### src/rtl/pc_sequencer_if.sv
// rtl/pc_sequencer_if.sv - controller/debug strobes and status bundle for pc_sequencer
interface pc_sequencer_if #(
    parameter int ADDR_W = 8,
    parameter int IRQ_N  = 4
);
    localparam int ID_W = (IRQ_N > 1) ? $clog2(IRQ_N) : 1;

    logic              fetch;
    logic              ex_jump;
    logic              ex_call;
    logic              ex_ret_sub;
    logic              ex_ret_int;
    logic [ADDR_W-1:0] jump_addr;
    logic [IRQ_N-1:0]  irq;
    logic [IRQ_N-1:0]  irq_mask;
    logic              flag_ie;
    logic              int_enter;
    logic              dbg_is_brk;
    logic              dbg_pc_wr;
    logic [ADDR_W-1:0] dbg_data_in;
    logic [ADDR_W-1:0] pc;
    logic              int_req;
    logic [ID_W-1:0]   int_id;
    logic              int_active;
    logic              stack_full;
    logic              stack_empty;
    logic [1:0]        stack_err;

    modport master (
        output fetch, ex_jump, ex_call, ex_ret_sub, ex_ret_int, jump_addr,
               irq, irq_mask, flag_ie, int_enter, dbg_is_brk, dbg_pc_wr, dbg_data_in,
        input  pc, int_req, int_id, int_active, stack_full, stack_empty, stack_err
    );

    modport slave (
        input  fetch, ex_jump, ex_call, ex_ret_sub, ex_ret_int, jump_addr,
               irq, irq_mask, flag_ie, int_enter, dbg_is_brk, dbg_pc_wr, dbg_data_in,
        output pc, int_req, int_id, int_active, stack_full, stack_empty, stack_err
    );
endinterface

### src/rtl/pc_sequencer.sv
// rtl/pc_sequencer.sv - program counter, return stack and vectored interrupt front-end
// Optional build macro NESTED_INT_EN: lets a higher-priority channel preempt a running ISR.
module pc_sequencer #(
    parameter int ADDR_W      = 8,
    parameter int STACK_DEPTH = 8,
    parameter int IRQ_N       = 4,
    parameter int RST_VECTOR  = 0,
    parameter int INT_BASE    = 'h10,
    parameter int VEC_STRIDE  = 4
) (
    input logic            clk,
    input logic            rst,
    pc_sequencer_if.slave  bus
);
    localparam int ID_W  = (IRQ_N > 1) ? $clog2(IRQ_N) : 1;
    localparam int LVL_W = $clog2(IRQ_N + 1);
    localparam int ENT_W = ADDR_W + LVL_W + 1;
    localparam int CNT_W = $clog2(STACK_DEPTH + 1);
    localparam int PTR_W = $clog2(STACK_DEPTH);

    localparam logic [ADDR_W-1:0] RST_PC   = ADDR_W'(RST_VECTOR);
    localparam logic [LVL_W-1:0]  LVL_IDLE = LVL_W'(IRQ_N);
    localparam logic [CNT_W-1:0]  DEPTH_C  = CNT_W'(STACK_DEPTH);

    logic [ADDR_W-1:0] pc_q;
    logic              int_active_q;
    logic [LVL_W-1:0]  active_level;
    logic [CNT_W-1:0]  count;
    logic [1:0]        stack_err_q;
    logic [ENT_W-1:0]  stack_mem [STACK_DEPTH];

    logic [IRQ_N-1:0]  pending;
    logic [ID_W-1:0]   int_id;
    logic              int_req;
    logic [ADDR_W-1:0] vec_addr;
    logic              full;
    logic              empty;
    logic [CNT_W-1:0]  top_idx;
    logic [ENT_W-1:0]  top_entry;
    logic [ENT_W-1:0]  sub_entry;
    logic [ENT_W-1:0]  irq_entry;

    assign pending = bus.irq & bus.irq_mask;

    // Scan downward so the lowest pending index wins.
    always_comb begin
        int_id = '0;
        for (int i = IRQ_N - 1; i >= 0; i--) begin
            if (pending[i]) int_id = ID_W'(i);
        end
    end

`ifdef NESTED_INT_EN
    assign int_req = bus.flag_ie & (|pending) &
                     (~int_active_q | (LVL_W'(int_id) < active_level));
`else
    assign int_req = bus.flag_ie & (|pending) & ~int_active_q;
`endif

    assign vec_addr  = ADDR_W'(INT_BASE + int'(int_id) * VEC_STRIDE);
    assign full      = (count == DEPTH_C);
    assign empty     = (count == '0);
    assign top_idx   = count - CNT_W'(1);
    assign top_entry = stack_mem[top_idx[PTR_W-1:0]];
    assign sub_entry = {1'b0, active_level, pc_q};
    assign irq_entry = {int_active_q, active_level, pc_q};

    always_ff @(posedge clk) begin
        if (rst) begin
            pc_q         <= RST_PC;
            int_active_q <= 1'b0;
            active_level <= LVL_IDLE;
            count        <= '0;
            stack_err_q  <= 2'b00;
        end else if (bus.dbg_is_brk) begin
            // Halted: only the debugger may move pc; stack and ISR state frozen.
            if (bus.dbg_pc_wr) pc_q <= bus.dbg_data_in;
        end else if (bus.int_enter && int_req) begin
            pc_q         <= vec_addr;
            int_active_q <= 1'b1;
            active_level <= LVL_W'(int_id);
            if (full) begin
                stack_err_q[0] <= 1'b1;
            end else begin
                stack_mem[count[PTR_W-1:0]] <= irq_entry;
                count                       <= count + CNT_W'(1);
            end
        end else if (bus.ex_jump || bus.ex_call) begin
            pc_q <= bus.jump_addr;
            if (bus.ex_call) begin
                if (full) begin
                    stack_err_q[0] <= 1'b1;
                end else begin
                    stack_mem[count[PTR_W-1:0]] <= sub_entry;
                    count                       <= count + CNT_W'(1);
                end
            end
        end else if (bus.ex_ret_sub || bus.ex_ret_int) begin
            if (empty) begin
                pc_q           <= RST_PC;
                int_active_q   <= 1'b0;
                stack_err_q[1] <= 1'b1;
            end else begin
                pc_q  <= top_entry[ADDR_W-1:0];
                count <= top_idx;
                if (bus.ex_ret_int) begin
                    int_active_q <= top_entry[ENT_W-1];
                    active_level <= top_entry[ADDR_W +: LVL_W];
                end
            end
        end else if (bus.fetch) begin
            pc_q <= pc_q + ADDR_W'(1);
        end
    end

    assign bus.pc          = pc_q;
    assign bus.int_req     = int_req;
    assign bus.int_id      = int_id;
    assign bus.int_active  = int_active_q;
    assign bus.stack_full  = full;
    assign bus.stack_empty = empty;
    assign bus.stack_err   = stack_err_q;
endmodule
### src/flat_wrapper.sv
// flat-port wrapper written by rule: the top's interface ports become plain ports
module pc_sequencer_flat 
#(
    parameter int ADDR_W      = 8,
    parameter int STACK_DEPTH = 8,
    parameter int IRQ_N       = 4,
    parameter int RST_VECTOR  = 0,
    parameter int INT_BASE    = 'h10,
    parameter int VEC_STRIDE  = 4
)
  (clk, rst, bus_fetch, bus_ex_jump, bus_ex_call, bus_ex_ret_sub, bus_ex_ret_int, bus_jump_addr, bus_irq, bus_irq_mask, bus_flag_ie, bus_int_enter, bus_dbg_is_brk, bus_dbg_pc_wr, bus_dbg_data_in, bus_pc, bus_int_req, bus_int_id, bus_int_active, bus_stack_full, bus_stack_empty, bus_stack_err);
  pc_sequencer_if #(.ADDR_W(ADDR_W), .IRQ_N(IRQ_N)) bus_i ();
  input logic clk;
  input logic rst;
  input wire logic [$bits(bus_i.fetch)-1:0] bus_fetch;
  input wire logic [$bits(bus_i.ex_jump)-1:0] bus_ex_jump;
  input wire logic [$bits(bus_i.ex_call)-1:0] bus_ex_call;
  input wire logic [$bits(bus_i.ex_ret_sub)-1:0] bus_ex_ret_sub;
  input wire logic [$bits(bus_i.ex_ret_int)-1:0] bus_ex_ret_int;
  input wire logic [$bits(bus_i.jump_addr)-1:0] bus_jump_addr;
  input wire logic [$bits(bus_i.irq)-1:0] bus_irq;
  input wire logic [$bits(bus_i.irq_mask)-1:0] bus_irq_mask;
  input wire logic [$bits(bus_i.flag_ie)-1:0] bus_flag_ie;
  input wire logic [$bits(bus_i.int_enter)-1:0] bus_int_enter;
  input wire logic [$bits(bus_i.dbg_is_brk)-1:0] bus_dbg_is_brk;
  input wire logic [$bits(bus_i.dbg_pc_wr)-1:0] bus_dbg_pc_wr;
  input wire logic [$bits(bus_i.dbg_data_in)-1:0] bus_dbg_data_in;
  output wire logic [$bits(bus_i.pc)-1:0] bus_pc;
  output wire logic [$bits(bus_i.int_req)-1:0] bus_int_req;
  output wire logic [$bits(bus_i.int_id)-1:0] bus_int_id;
  output wire logic [$bits(bus_i.int_active)-1:0] bus_int_active;
  output wire logic [$bits(bus_i.stack_full)-1:0] bus_stack_full;
  output wire logic [$bits(bus_i.stack_empty)-1:0] bus_stack_empty;
  output wire logic [$bits(bus_i.stack_err)-1:0] bus_stack_err;
  assign bus_i.fetch = bus_fetch;
  assign bus_i.ex_jump = bus_ex_jump;
  assign bus_i.ex_call = bus_ex_call;
  assign bus_i.ex_ret_sub = bus_ex_ret_sub;
  assign bus_i.ex_ret_int = bus_ex_ret_int;
  assign bus_i.jump_addr = bus_jump_addr;
  assign bus_i.irq = bus_irq;
  assign bus_i.irq_mask = bus_irq_mask;
  assign bus_i.flag_ie = bus_flag_ie;
  assign bus_i.int_enter = bus_int_enter;
  assign bus_i.dbg_is_brk = bus_dbg_is_brk;
  assign bus_i.dbg_pc_wr = bus_dbg_pc_wr;
  assign bus_i.dbg_data_in = bus_dbg_data_in;
  assign bus_pc = bus_i.pc;
  assign bus_int_req = bus_i.int_req;
  assign bus_int_id = bus_i.int_id;
  assign bus_int_active = bus_i.int_active;
  assign bus_stack_full = bus_i.stack_full;
  assign bus_stack_empty = bus_i.stack_empty;
  assign bus_stack_err = bus_i.stack_err;
  pc_sequencer #(.ADDR_W(ADDR_W), .STACK_DEPTH(STACK_DEPTH), .IRQ_N(IRQ_N), .RST_VECTOR(RST_VECTOR), .INT_BASE(INT_BASE), .VEC_STRIDE(VEC_STRIDE)) u_core (.clk(clk), .rst(rst), .bus(bus_i));
endmodule
### config.mk
export PLATFORM = sky130hd
export DESIGN_NAME = pc_sequencer_flat
export DESIGN_NICKNAME = d
export VERILOG_FILES = /design/src/rtl/pc_sequencer_if.sv /design/src/rtl/pc_sequencer.sv /design/src/flat_wrapper.sv
export SDC_FILE = /design/constraint.sdc
export NUM_CORES = 1
export LEC_CHECK = 0
export CAP_MARGIN = 20
export CORE_MARGIN = 2
export CORE_UTILIZATION = 45
export CTS_CLUSTER_SIZE = 12
export DETAILED_ROUTE_END_ITERATION = 12
export PLACE_DENSITY = 0.76
export SYNTH_ARGS = -nofsm -noshare
export SYNTH_HDL_FRONTEND = slang
export SYNTH_SLANG_ARGS = --single-unit
### constraint.sdc
create_clock -name clk -period 3.45 [get_ports clk]
set_input_delay 0.5175 -clock clk [delete_from_list [all_inputs] [get_ports clk]]
set_output_delay 0.5175 -clock clk [all_outputs]
set_load 0.01 [all_outputs]
; Word-level counts from Yosys, hierarchy flattened
; Memories as Yosys holds them, arrays and structs flattened.
; Cells that the tools add are included.
[word_totals]
reg_bits = 18
input_bits = 35
output_inout_bits = 16
ram_bits = 96
n_memories = 1
[classes]
n_mux = 43
n_eq_ne = 6
bitwise_logic = 8
n_reduce_logical = 18
n_addsub = 4
[memory_table]
columns = memory, depth, width, rd, rd_clocked_by_memory_dff, write_ports, line_no
row1 = u_core.stack_mem, 8, 12, 1, 0, 1, pc_sequencer.sv:30  ; logic [ENT_W-1:0] stack_mem [STACK_DEPTH];
[ops]
columns = operator, n
row1 = 8-bit two-way mux, 7
row2 = 4-bit two-way mux, 6
row3 = 1-bit two-way mux, 20
row4 = 3-bit two-way mux, 5
row5 = 12-bit two-way mux, 1
row6 = 5-bit AND reduction, 2
row7 = "8-bit by 1-bit adder with 8-bit output, second input constant", 1
row8 = 2-bit two-way mux, 4
row9 = 4-bit AND reduction, 2
row10 = 2-bit nonzero test, 4
row11 = "5-bit by 4-bit adder with 6-bit output, first input constant", 1
row12 = "2-bit by 1-bit inequality test with 1-bit output, second input constant", 3
row13 = 3-bit nonzero test, 2
row14 = 5-bit nonzero test, 1
row15 = "4-bit by 1-bit adder with 4-bit output, second input constant", 1
row16 = 4-bit AND, 1
row17 = "4-bit == test, second input constant", 1
row18 = 4-bit zero test, 1
row19 = 1-bit inverter, 4
row20 = 4-bit OR reduction, 1
row21 = "4-bit by 1-bit subtractor with 4-bit output, second input constant", 1
row22 = "3-bit by 1-bit inequality test with 1-bit output, second input constant", 1
row23 = "3-bit by 2-bit inequality test with 1-bit output, second input constant", 1
row24 = 3-bit AND reduction, 1
row25 = 5 further kinds, 7

; Depth between registers and ports, before layout
[logic_depth]
ltp_word = 10
depth_mapped = 10
mapped_depth_nobuf = 7

; Least setup slack after synthesis
; OpenSTA, ideal clock, no wires.
[synth_path]
path_type = register to register
from = register u_core.count[0]
to = memory u_core.stack_mem[1][0] (netlist bit) (enable)
required_ns = 3.063
synth_period_minus_slack_ns = 2.745
setup_time_ns = 0.387
arrival_ns = 2.359
path_slack_ns = 0.705
path_buffers = 2
path_stages_with_launch = 10
cell_sequence = dfxtp_1 buf_2 inv_1 ha_1 clkbuf_2 nand2_1 nor2_1 nor3_1 nand3_1 nor3_1
[synth_via]
elab_chain_cells = 9
elab_cells_between_ends = 13
cone_classes = 1 x eq/ne / 11 x mux / 1 x bitwise
[synth_lines]
columns = item, line_no
row1 = start: declaration, pc_sequencer.sv:28  ; logic [CNT_W-1:0] count;
row2 = start signal: assignment, pc_sequencer.sv:86  ; count <= count + CNT_W'(1);
row3 = start signal: assignment, pc_sequencer.sv:95  ; count <= count + CNT_W'(1);
row4 = start signal: assignment, pc_sequencer.sv:105  ; count <= top_idx;
row5 = 4-bit == test *, pc_sequencer.sv:61  ; assign full = (count == DEPTH_C);
row6 = via bus_stack_full, flat_wrapper.sv:32  ; output wire logic [$bits(bus_i.stack_full)-1:0] bus_stack_full;
row7 = 1-bit two-way mux *, "pc_sequencer.sv:82, pc_sequencer.sv:91"
row8 = 1-bit two-way mux, pc_sequencer.sv:90  ; if (bus.ex_call) begin
row9 = 1-bit two-way mux, pc_sequencer.sv:88  ; end else if (bus.ex_jump || bus.ex_call) begin
row10 = 1-bit two-way mux, pc_sequencer.sv:78  ; end else if (bus.int_enter && int_req) begin
row11 = 1-bit two-way mux, pc_sequencer.sv:75  ; end else if (bus.dbg_is_brk) begin
row12 = 1-bit two-way mux, pc_sequencer.sv:69  ; if (rst) begin
row13 = 1-bit two-way mux (not written as such), pc_sequencer.sv:94  ; stack_mem[count[PTR_W-1:0]] <= sub_entry;
row14 = 1-bit bitwise OR (no source line) *, -
row15 = end: declaration, pc_sequencer.sv:30
; Mark *: on every way through the listed nets, which the timed path passes. The rest lies on a longest branch.

; Worst setup path in the final report
[layout_path]
from = register u_core.count[1]
to = memory u_core.stack_mem[3][2] (netlist bit) (enable)
[layout_via]
elab_chain_cells = 9
elab_cells_between_ends = 13
cone_classes = 1 x eq/ne / 11 x mux / 1 x bitwise
[layout_lines]
columns = item, line_no
row1 = 4-bit == test, pc_sequencer.sv:61
row2 = 1-bit two-way mux, "pc_sequencer.sv:82, pc_sequencer.sv:91"
row3 = 1-bit two-way mux, pc_sequencer.sv:90
row4 = 1-bit two-way mux, pc_sequencer.sv:88
row5 = 1-bit two-way mux, pc_sequencer.sv:78
row6 = 1-bit two-way mux, pc_sequencer.sv:75
row7 = 1-bit two-way mux, pc_sequencer.sv:69
row8 = 1-bit two-way mux (not written as such), pc_sequencer.sv:94
row9 = 1-bit bitwise OR (no source line), -
; Parallel ways exist; a longest one is shown, timed or not.

==> results.txt <==
The flow ran to the end, and the final reports show no timing, DRC or antenna violations. The count of different cell masters after synthesis is 52. The post-synthesis instance total came out at 294. The pin count of the biggest net entering global routing is 23. Across all layers, the routed design uses about 2,800 vias. The number of levels in the clock H-tree is 3. On the worst path, the slowest cell contributes a delay of 0.74 ns. Once the floorplan was initialized, standard cells occupied around 46% of the core. The number of remaining DRC errors came out at 0.

Once the clock tree was built, the setup fixing pass inserted 0 buffers. Cell internal power was estimated by the tool at roughly 0.0018 W. The analysis attributes to net switching a power of 0.000634 W. The length of the first detailed-routing pass in iterations is 5. In this run the worst path has a maximum fanout of 9. The number of fillers in the final layout came out at between 600 and 700. VDD sags by at most 344 uV. The ratio of routed vias to standard cells is between 6 and 7. In this run the tightest slew margin relative to its limit is between 30% and 40%. The DRC marker count from the first detailed-route iteration came out at approximately 280. The setup TNS came out at 0 ns. Summing all flip-flop and latch instances after layout gives about 2500 um2. The data arrival time of the critical path came out at between 2 and 3 ns. The critical path goes through inv_1, ha_1, nand2_1, nor2_1, nor3_1, nand3_1, nor2_1. The required time at the worst-slack endpoint came out at ~3.4 ns. The most common cell in the synthesized netlist is edfxtp_1. Clock latency on the worst-skew pair, taken at its later pin, is roughly 0.36 ns.

The synthesized flop and latch total came out at 87. Setup repair after global routing left no endpoint under its margin. The routed design could run at a clock period as short as 2.78 ns. edfxtp_1 takes more of the synthesized area than any other cell. The area of the die came out at ~9700 um2.

The floorplan has 34 rows. The share of synthesized area occupied by flip-flops and latches is around 60%. The detailed-route wire length came out at approximately 9.5 mm. The relative contribution of sequential cells to total power came out at about 50%.

The proportion of power drawn by combinational gates came out at 16.8%. Clock tree synthesis inserted a total of 9 buffers. For the pin with the worst max-slew slack, the measured transition is between 0.8 and 0.9 ns. For this run, the post-layout net count is 389. The die boundary height came out at 98.7 um. The number of global-route vias before repair came out at 2,811. The post-placement cell count came out at approximately 450. Counting both buffers and inverters, the worst setup path holds a total of 1. After synthesis, the cell types taking the most area are edfxtp_1, mux4_2, dfxtp_1. Clock tree synthesis found a total of 87 sinks.

STA classifies the critical path endpoint as a flip-flop. The synthesis-to-finish area growth is 22.3%. The clock transition at the register clock pins on the worst setup and hold paths after CTS is approximately 0.090 ns. The proportion of total power due to net switching is between 20% and 30%. Across the run, the number of max-cap violations was 0.

The count of final hold-check violations is 0. The area of the core came out at between 8000 and 9000 um2. The critical path start-end classification is reg -> reg.

The length of routed met3 wiring is about 630 um. The number of antenna cells inserted came out at 0. Dividing the final minimum period by the clock period gives approximately 80%. STA classifies the critical path startpoint as a flip-flop. The cell chosen for the clock root is clkbuf_8. The weighted congestion reported at the end of routability-driven placement came out at 0.846. For this run, the leading register cell type out of synthesis is edfxtp_1.

The final hold slack is between 0.4 and 0.5 ns. The residual overflow from global routing is 0. Counting stages on the worst path, the most repeated cell is nor2_1.

Input and output buffers added on the ports amount to 50. The first global-routing pass estimated 15.2 mm of wire. Sorting the synthesized cells by how often they occur yields edfxtp_1, nor2_1, nand2_1.

The power per unit of standard cell area came out at around 500 nW/um2. Global routing consumed, over all layers together, 20.4% of the routing resources. The width of the die came out at between 90 and 100 um.

The clock tree buffer depth came out at 2. The standby leakage power is ~1.7 nW. Based on the critical path, the design can be clocked at up to 0.360 GHz.

Summed over all nets, the half-perimeter wirelength after detailed placement is approximately 6.6 mm. The number of enable flip-flop cells after synthesis came out at 72. Broken down by cell family, the worst path's largest delay share belongs to simple AND/OR/NAND/NOR gates. The average footprint of a synthesized cell is 13.7 um2. The number of antenna violations at the first check in global routing came out at 0. TritonCTS built the clock tree. The detail route stage leaves a number of antenna-violating nets equal to 0. The slowest stage of the critical path belongs to the cell nor2_1.

The area of the multi-input gates came out at around 1500 um2. After detailed routing, the average wire length per cell comes to 20.4 um. The fraction of synthesis flops using an asynchronous set or reset pin came out at 0%. The amount of wire on met2 after detailed routing is about 4.7 mm. The detailed router put a total of 3.97 mm of wire on met1. The highest layer used for signal routing is met4.

Setup slack closes at around 0.67 ns. The area fraction of the dominant cell type after synthesis is a little over half. For the final database, setup skew stands at 0.0159 ns. In this run the count of I/O pins placed on the die edge is 51. The fraction of power consumed by the clock network is approximately 34%. The number of buffers added to fix hold violations after cts came out at 0. The number of instances resized during post-cts repair is 0. The mapped netlist covers roughly 4000 um2.

The total count of max-transition violations in the final report was 0. Setup violations remaining at the end of the flow were counted as 0. When the netlist entered floorplanning its net count stood at ~330. The worst setup timing slack at the placement stage is 0.574 ns. The final non-filler cell total came out at between 400 and 500. The worst hold path belongs to the class reg -> reg. For this run, the number of Yosys warnings is 0. Cells with a size suffix above 1 make up ~15% of the layout.
## final timing paths
check	endpoint	cells after the start	slack, ns	from
worst max-delay path	u_core.stack_mem[3][2]	7	0.67	u_core.count[1]
worst min register to register	u_core.bus.stack_err[1]	2	0.48	u_core.bus.stack_err[1]
worst max register to register	u_core.stack_mem[3][2]	7	0.67	u_core.count[1]
worst min-delay path	u_core.bus.stack_err[1]	2	0.48	u_core.bus.stack_err[1]
## per-layer routing
| metal | vias to the layer above | global-route usage, % |
|---|---|---|
| met5 | - | 0 |
| met4 | 0 | 5.90 |
| met3 | 13 | 3.90 |
| met2 | 130 | 34.6 |
| met1 | 1372 | 27.0 |
| li1 | 1282 | - |
## sequential cells by signal (all words and copies together), names as in the netlist
register / count
u_core.bus.int_active: 1
u_core.stack_mem: 72
u_core.count: 4
u_core.bus.stack_err: 2
u_core.bus.pc: 8
## placed cells by master, fill, tap and decap left out, drive strengths merged, types with 9 or more instances in the layout
cell type,Yosys,routed
edfxtp,72,72
clkdlybuf4s50,0,50
nor2,24,24
nand2,19,19
mux4,18,18
dfxtp,15,15
nand3,13,13
a21oi,11,11
buf,2,11
o21ai,11,11
mux2i,10,10
clkbuf,13,10
nor3,9,9
## per-stage QoR
step           utilization, %  area [um2]  power (W)
6_report                 56.5        4930    0.00246
5_1_grt                  56.5        4930    0.00255
4_1_cts                  56.5        4930    0.00247
3_5_place_dp             53.8        4690    0.00166
3_3_place_gp             53.8        4690    0.00165
2_1_floorplan               -        4030    0.00149
## tightest hold or removal path: cells and delay by family, from the launching register on
kind / cells / cell delay (ns)
compound gates: 1 / 0.04
simple gates: 1 / 0.07
flops: 1 / 0.34
## cell type report
type | count | area share [%]
Clock buffer | 10 | 2.79
Sequential cell | 87 | 49.9
Tap cell | 108 | 2.74
Timing Repair Buffer | 61 | 11.8
Inverter | 6 | 0.457
Multi-Input combinational cell | 186 | 30.2
Clock inverter | 6 | 2.08
## cells by family after synthesis
kind of cell	share of synthesized area, %
mux	13.1
buf+inv	2.05
xor+xnor	1.99
simple gates	9.99
compound gates	10.9
flops	61.1
fa+ha+maj	0.931
## power by group through the flow
stage | clock network [W] | logic (W) | registers [W]
detailed placement | 0 | 0.000414 | 0.00124
global placement | 0 | 0.000410 | 0.00124
finish | 0.000823 | 0.000413 | 0.00122
global route | 0.000871 | 0.000448 | 0.00123
floorplan | 0 | 0.000259 | 0.00123
CTS | 0.000832 | 0.000416 | 0.00122
No activity file was read; power rests on OpenSTA's default activity.
